File: config.mk
export PLATFORM = sky130hd
export DESIGN_NAME = ps2_key_tracker
export DESIGN_NICKNAME = d
export VERILOG_FILES = /design/src/rtl/ps2_key_tracker.sv
export SDC_FILE = /design/constraint.sdc
export NUM_CORES = 1
export LEC_CHECK = 0
export ABC_AREA = 1
export ABC_CLOCK_PERIOD_IN_PS = 3550
export CAP_MARGIN = 20
export CORE_ASPECT_RATIO = 2
export CORE_MARGIN = 2
export CORE_UTILIZATION = 45
export CTS_CLUSTER_SIZE = 8
export DETAILED_ROUTE_END_ITERATION = 8
export HOLD_SLACK_MARGIN = 0.1
export PLACE_DENSITY_LB_ADDON = 0.15
export SLEW_MARGIN = 20
export SYNTH_ARGS = -nofsm -noshare
export SYNTH_HDL_FRONTEND = slang
export SYNTH_SLANG_ARGS = --single-unit
File: constraint.sdc
create_clock -name clk -period 3.55 [get_ports clk]
set_input_delay 0.5325 -clock clk [delete_from_list [all_inputs] [get_ports clk]]
set_output_delay 0.5325 -clock clk [all_outputs]
set_load 0.02 [all_outputs]
File: src/rtl/ps2_key_tracker.sv
// ps2_key_tracker: parses a PS/2 set-2 scan-byte stream into key press events.
// It tracks the currently held key, counts press events, and queues events in a
// small FIFO that signals a sticky overflow when it has to drop one.
//
// Optional macro PS2_SHIFT_CASE_EN: 0x12/0x59 become shift keys. They produce
// no events and, while shift is held, letters are uppercase. Otherwise letters
// are lowercase. Without the macro, shift codes are ordinary keys and letters
// are always uppercase.
//
//   state   | meaning
//   --------+--------------------------------------------------
//   IDLE    | no key held, no prefix pending
//   HELD    | a key is held, no prefix pending
//   BRK     | 0xF0 seen, waiting for the released code
//   EXT     | 0xE0 seen, next byte is an extended code
//   EXT_BRK | 0xE0 0xF0 seen, waiting for the released extended code

module ps2_key_tracker #(
    parameter int DEPTH = 8,
    parameter int CNT_W = 8
) (
    input  logic             clk,
    input  logic             clrn,
    input  logic             byte_valid,
    input  logic [7:0]       byte_data,
    output logic             out_valid,
    input  logic             out_ready,
    output logic [16:0]      out_event,
    output logic             held_valid,
    output logic [7:0]       held_code,
    output logic [CNT_W-1:0] press_count,
    output logic             overflow,
    input  logic             ovf_clr
);

    localparam int AW = $clog2(DEPTH);

    typedef enum logic [2:0] {IDLE, HELD, BRK, EXT, EXT_BRK} state_t;

    state_t      state;
    logic        held_ext;
    logic        is_e0;
    logic        is_f0;
    logic        is_shift;
    logic        upper;
    logic        match_std;
    logic        match_ext;
    logic        press;
    logic        press_ext;
    logic [16:0] ev_data;

    logic [16:0] mem [DEPTH];
    logic [AW:0] wr_ptr;
    logic [AW:0] rd_ptr;
    logic        full;
    logic        pop;
    logic        push_ok;
    logic        drop;

`ifdef PS2_SHIFT_CASE_EN
    // A bare F0 must still be parsed as a release so that releasing shift
    // with no other key held is not mistaken for a new shift press.
    localparam bit IDLE_F0_TO_BRK = 1'b1;
    logic shift;
    assign is_shift = (byte_data == 8'h12) || (byte_data == 8'h59);
    assign upper    = shift;
`else
    localparam bit IDLE_F0_TO_BRK = 1'b0;
    assign is_shift = 1'b0;
    assign upper    = 1'b1;
`endif

    function automatic logic [7:0] ps2_ascii(input logic [7:0] code, input logic up);
        logic [7:0] a;
        case (code)
            8'h16: a = 8'h31;  8'h1E: a = 8'h32;  8'h26: a = 8'h33;
            8'h25: a = 8'h34;  8'h2E: a = 8'h35;  8'h36: a = 8'h36;
            8'h3D: a = 8'h37;  8'h3E: a = 8'h38;  8'h46: a = 8'h39;
            8'h45: a = 8'h30;
            8'h1C: a = 8'h41;  8'h32: a = 8'h42;  8'h21: a = 8'h43;
            8'h23: a = 8'h44;  8'h24: a = 8'h45;  8'h2B: a = 8'h46;
            8'h34: a = 8'h47;  8'h33: a = 8'h48;  8'h43: a = 8'h49;
            8'h3B: a = 8'h4A;  8'h42: a = 8'h4B;  8'h4B: a = 8'h4C;
            8'h3A: a = 8'h4D;  8'h31: a = 8'h4E;  8'h44: a = 8'h4F;
            8'h4D: a = 8'h50;  8'h15: a = 8'h51;  8'h2D: a = 8'h52;
            8'h1B: a = 8'h53;  8'h2C: a = 8'h54;  8'h3C: a = 8'h55;
            8'h2A: a = 8'h56;  8'h1D: a = 8'h57;  8'h22: a = 8'h58;
            8'h35: a = 8'h59;  8'h1A: a = 8'h5A;
            default: a = 8'h00;
        endcase
        if (!up && (a >= 8'h41) && (a <= 8'h5A)) begin
            a = a | 8'h20;
        end
        return a;
    endfunction

    assign is_e0     = (byte_data == 8'hE0);
    assign is_f0     = (byte_data == 8'hF0);
    assign match_std = held_valid && !held_ext && (byte_data == held_code);
    assign match_ext = held_valid &&  held_ext && (byte_data == held_code);

    // Decode whether the current byte is a new press and build its event word.
    always_comb begin
        press     = 1'b0;
        press_ext = 1'b0;
        if (byte_valid) begin
            case (state)
                IDLE, HELD: press = !is_e0 && !is_f0 && !is_shift && !match_std;
                EXT: begin
                    press     = !is_f0 && !match_ext;
                    press_ext = 1'b1;
                end
                default: press = 1'b0;
            endcase
        end
        ev_data = {press_ext, byte_data, press_ext ? 8'h00 : ps2_ascii(byte_data, upper)};
    end

    // Prefix parser and held-key tracker.
    always_ff @(posedge clk or negedge clrn) begin
        if (!clrn) begin
            state      <= IDLE;
            held_valid <= 1'b0;
            held_ext   <= 1'b0;
            held_code  <= 8'h00;
`ifdef PS2_SHIFT_CASE_EN
            shift      <= 1'b0;
`endif
        end else if (byte_valid) begin
            case (state)
                IDLE, HELD: begin
                    if (is_e0) begin
                        state <= EXT;
                    end else if (is_f0) begin
                        state <= (held_valid || IDLE_F0_TO_BRK) ? BRK : IDLE;
`ifdef PS2_SHIFT_CASE_EN
                    end else if (is_shift) begin
                        shift <= 1'b1;
`endif
                    end else if (press) begin
                        held_valid <= 1'b1;
                        held_ext   <= 1'b0;
                        held_code  <= byte_data;
                        state      <= HELD;
                    end
                end
                BRK: begin
                    if (match_std) begin
                        held_valid <= 1'b0;
                        held_code  <= 8'h00;
                        state      <= IDLE;
                    end else begin
`ifdef PS2_SHIFT_CASE_EN
                        if (is_shift) shift <= 1'b0;
`endif
                        state <= held_valid ? HELD : IDLE;
                    end
                end
                EXT: begin
                    if (is_f0) begin
                        state <= EXT_BRK;
                    end else begin
                        state <= HELD;
                        if (press) begin
                            held_valid <= 1'b1;
                            held_ext   <= 1'b1;
                            held_code  <= byte_data;
                        end
                    end
                end
                EXT_BRK: begin
                    if (match_ext) begin
                        held_valid <= 1'b0;
                        held_ext   <= 1'b0;
                        held_code  <= 8'h00;
                        state      <= IDLE;
                    end else begin
                        state <= held_valid ? HELD : IDLE;
                    end
                end
                default: state <= IDLE;
            endcase
        end
    end

    assign full      = (wr_ptr[AW] != rd_ptr[AW]) && (wr_ptr[AW-1:0] == rd_ptr[AW-1:0]);
    assign out_valid = (wr_ptr != rd_ptr);
    assign pop       = out_valid && out_ready;
    assign push_ok   = press && (!full || pop);
    assign drop      = press && full && !pop;
    assign out_event = out_valid ? mem[rd_ptr[AW-1:0]] : 17'h0;

    // Event storage; contents are only visible through out_event when valid.
    always_ff @(posedge clk) begin
        if (push_ok) begin
            mem[wr_ptr[AW-1:0]] <= ev_data;
        end
    end

    // FIFO pointers, press counter and sticky overflow flag.
    always_ff @(posedge clk or negedge clrn) begin
        if (!clrn) begin
            wr_ptr      <= '0;
            rd_ptr      <= '0;
            press_count <= '0;
            overflow    <= 1'b0;
        end else begin
            if (push_ok) wr_ptr <= wr_ptr + 1'b1;
            if (pop)     rd_ptr <= rd_ptr + 1'b1;
            if (press)   press_count <= press_count + 1'b1;
            if (drop) begin
                overflow <= 1'b1;
            end else if (ovf_clr) begin
                overflow <= 1'b0;
            end
        end
    end

endmodule
==> impl_summary.md <==
Outcome
The flow ran to the end, and the final reports show no timing, DRC or antenna violations.

Floorplanning
The count of boundary I/O pins is 49. From bottom edge to top edge, the die measures 185 µm. Once the floorplan was initialized, standard cells occupied 45.5% of the core. The die span in x is 94.5 µm. The floorplan step defined a die boundary enclosing 17,500 µm². The placeable core area is 16,200 µm². The number of cell rows is 66.

STA
The final critical path takes up 97.8% of the cycle. Setup violations remaining at the end of the flow were counted as 0. The headroom to the max-slew limit is 47.3%. The number of hold-slack violations in the final timing report was 0. The final worst clock skew is 0.0124 ns. The total count of max-transition violations in the final report came to 0. The transition time at the pin with the least slew margin is 0.787 ns. Setup repair after global routing could not meet its margin everywhere. The final critical delay including setup and external delays is 3.47 ns.

Static timing analysis puts the maximum clock frequency at 0.288 GHz.

Synthesis
When the netlist entered floorplanning its net count stood at 762. The share of synthesized area occupied by flip-flops and latches is 62.3%. The arithmetic-cell share of the synthesized area counting full adders, half adders and majority gates is 1.70%. Of the total synthesized cell area, the portion taken by AND, OR, NAND and NOR gates is 17.0%. The proportion of register bits with asynchronous set or reset after synthesis is 19.0%. The count of distinct cell types in the synthesized netlist is 42. A synthesized cell averages 9.98 µm². Among all cell types in the netlist, the one instantiated most often is nand2_1.

The Yosys warning count is 0. In the post-synthesis netlist, the biggest area contributors are edfxtp_1 (52%), dfrtp_1 (10%), o21ai_0 (7.5%). The post-synthesis compound-gate area fraction is 12.4%.

Of all cell types, the one taking the most synthesized area is edfxtp_1. The summed instance area of the synthesized netlist is 7370 µm². In this run, synthesis inferred 128 flip-flops with an integrated enable. The cell count after synthesis came out at 739. After synthesis the netlist holds a flip-flop and latch count of 158. Among all flip-flop cells after synthesis, the most frequent one is edfxtp_1. Of the total synthesized cell area, the portion taken by XOR and XNOR cells is 1.90%. In the synthesized netlist, mux cells make up 0% of the area. Summed over its instances, the top area cell type makes up 52.1% of the synthesized netlist area. By count the netlist is led by nand2_1 (135), edfxtp_1 (128), nor2_1 (123). After synthesis, the largest family of logic cells by area is simple AND/OR/NAND/NOR gates.

Setup path
The critical-path cell with the highest stage delay is clkdlybuf4s50_1. Data on the critical path arrives at its endpoint at 2.94 ns. The class of the most critical setup path is reg -> out. In this design, the stage delay of the slowest critical-path cell is 0.67 ns. The kind of end point of the critical path is a primary output.

In this run the critical register-to-register path is launched from rd_ptr[1]$_DFFE_PN0P_. The reg2reg setup slack is 1.12 ns. The critical path goes through inv_1, nand2_1, a21oi_1, nand3_1, buf_4, o21ai_0, a31oi_1, clkdlybuf4s50_1. STA classifies the critical path startpoint as a register. Along the worst path, the maximum fanout reaches 18. For the worst setup path, the data required time is 3.02 ns. The critical path starts at rd_ptr[1]$_DFFE_PN0P_. The depth of the worst register-to-register path is 9.

Worst hold path
Along the worst hold path, the cell count comes to 1. The origin of the worst min-delay path is rd_ptr[3]$_DFFE_PN0P_. The classification of the worst-slack hold path is reg -> reg.

GRT
The number of antenna violations at the first check in global routing is 0. The total overflow left after global routing is 0. The number of global-route vias before repair came to 5,866. The global routing usage summed across all routing layers is 24.9%. The first global-routing pass estimated 31.8 mm of wire. Entering global routing, the biggest net connects 65 pins.

CTS
The clock drives 158 sinks. The CTS tree is done. The clock passes through at most 2 buffers. CTS built an H-tree with a depth of 4. The clock root buffer is clkbuf_16. The clock-pin slew on the worst setup and hold paths is 0.06 ns. The number of hold buffers added after cts is 0. Clock latency on the worst-skew pair, taken at its later pin, is 0.43 ns. Clock tree synthesis inserted a total of 17 buffers.

Cells and area
The number of antenna diodes in the final layout is 0. The layout overhead on the synthesized area is 21.9%. After the last flow step, the layout net total stands at 848. Once layout is done, the placed cells without fillers occupy 8990 µm². The number of standard cells in the final layout excluding fillers is 1,042. Cells with a size suffix above 1 make up 13.4% of the layout.

Routing
The initial DRC count is 339. Dividing the detail-routed wire length by the instance count gives 19.8 µm. In this run the remaining antenna-violating nets after routing total 0.

The final wirelength is 20.6 mm. After detailed routing, the number of vias per cell comes to 5.47. Detailed routing inserted a total of 5,704 vias.

The pre-antenna-repair detailed-routing pass consisted of 5 iterations. After detailed routing, the number of remaining DRC violations is 0.

Placement
The quantity of I/O buffers inserted on ports is 47. The final estimated routing congestion in global placement is 1.00. Detailed placement finished with a half-perimeter wire length of 14.8 mm. The placed standard-cell area is 8370 µm². The cell count after placement is 1,010.

Pwr
The worst IR drop on VDD is 0.407 mV. The total power draw is 7.17 mW. Dividing total power by cell area gives a power density of 797 nW/µm². The total leakage power is 3.56 nW.

Job
The number of violations of the max-capacitance limit is 0.
==> final timing paths <==
kind,endpoint
hold reg to reg,rd_ptr[3]$_DFFE_PN0P_
min in group asynchronous,held_code[6]$_DFFE_PN0P_
setup reg to reg,mem[4][11]$_DFFE_PP_
setup / recovery,out_event[15]
max in group asynchronous,rd_ptr[0]$_DFFE_PN0P_
hold / removal,rd_ptr[3]$_DFFE_PN0P_
==> state kept, by name, indices dropped and copies added, names as in the netlist <==
register	flops
press_count	8
held_valid	1
wr_ptr	4
held_ext	1
state	3
rd_ptr	4
held_code	8
overflow	1
mem	128
==> worst max-delay path, delay by kind of cell, from the launching register on <==
family	cells	cell delay, ns
AND/OR/NAND/NOR	2	0.23
flip-flops	1	0.56
AO/OA/AOI/OAI	3	0.52
buffers and inverters	3	1.20
==> final cells by class <==
type / instances / area, µm²
multi-input cells: 497 / 2450
repair buffers: 100 / 893
clock inverters: 15 / 174
inverters: 51 / 198
fillers: 1459 / 7200
well taps: 204 / 255
flip-flops and latches: 158 / 4600
clock buffers: 17 / 425
==> what timing repair did <==
item	4_1_cts	5_1_grt
resized for setup	0	3
endpoints found under the setup margin	0	8
buffers inserted	0	0
==> power by group <==
group          internal (mW)  switching (mW)  leakage, nW
sequential              2.32           0.181         1.54
clock                   1.06           0.777        0.287
combinational           1.06            1.77         1.72
==> through the flow <==
step	hold WS, ns	setup WS [ns]	utilization, %	TNS [ns]
2_1_floorplan	0.237	0.765	-	0
3_3_place_gp	0.486	0.233	51.7	0
3_5_place_dp	0.489	0.245	51.7	0
4_1_cts	0.507	0.0110	55.4	0
5_1_grt	0.535	-0.0570	55.5	-0.121
6_report	0.505	0.0796	55.5	0
==> per-layer routing <==
metal	vias to the layer above	routed length (µm)	track usage (%)
met5	-	0	0
met2	176	11600	46.7
met3	51	675	4.11
met1	2755	7290	25.6
li1	2722	-	-
met4	0	1080	13.6
==> cell usage in the layout (no fill, tap or decap), drive strengths merged, types with 3 or more instances in the layout <==
master / Yosys / layout
nand2: 139 / 139
o22ai: 16 / 16
xor2: 8 / 8
xnor2: 8 / 8
nor3: 7 / 7
nor2: 127 / 127
clkdlybuf4s50: 0 / 47
o21ai: 112 / 112
nand3: 22 / 22
buf: 10 / 53
inv: 50 / 57
clkinvlp: 0 / 4
a31oi: 18 / 18
dfrtp: 30 / 30
clkinv: 1 / 3
clkbuf: 23 / 17
ha: 10 / 10
a21oi: 14 / 14
edfxtp: 128 / 128
nand4: 4 / 4
==> cells by family (layout without fill, tap and decap cells) <==
logic type / count (synthesis) / in the layout
fa+ha+maj: 10 / 10
other cells: 1 / 1
buf+inv: 84 / 183
flops: 158 / 158
compound gates: 168 / 168
xor+xnor: 16 / 16
simple gates: 302 / 302
Power figures use the tool's default switching activity.
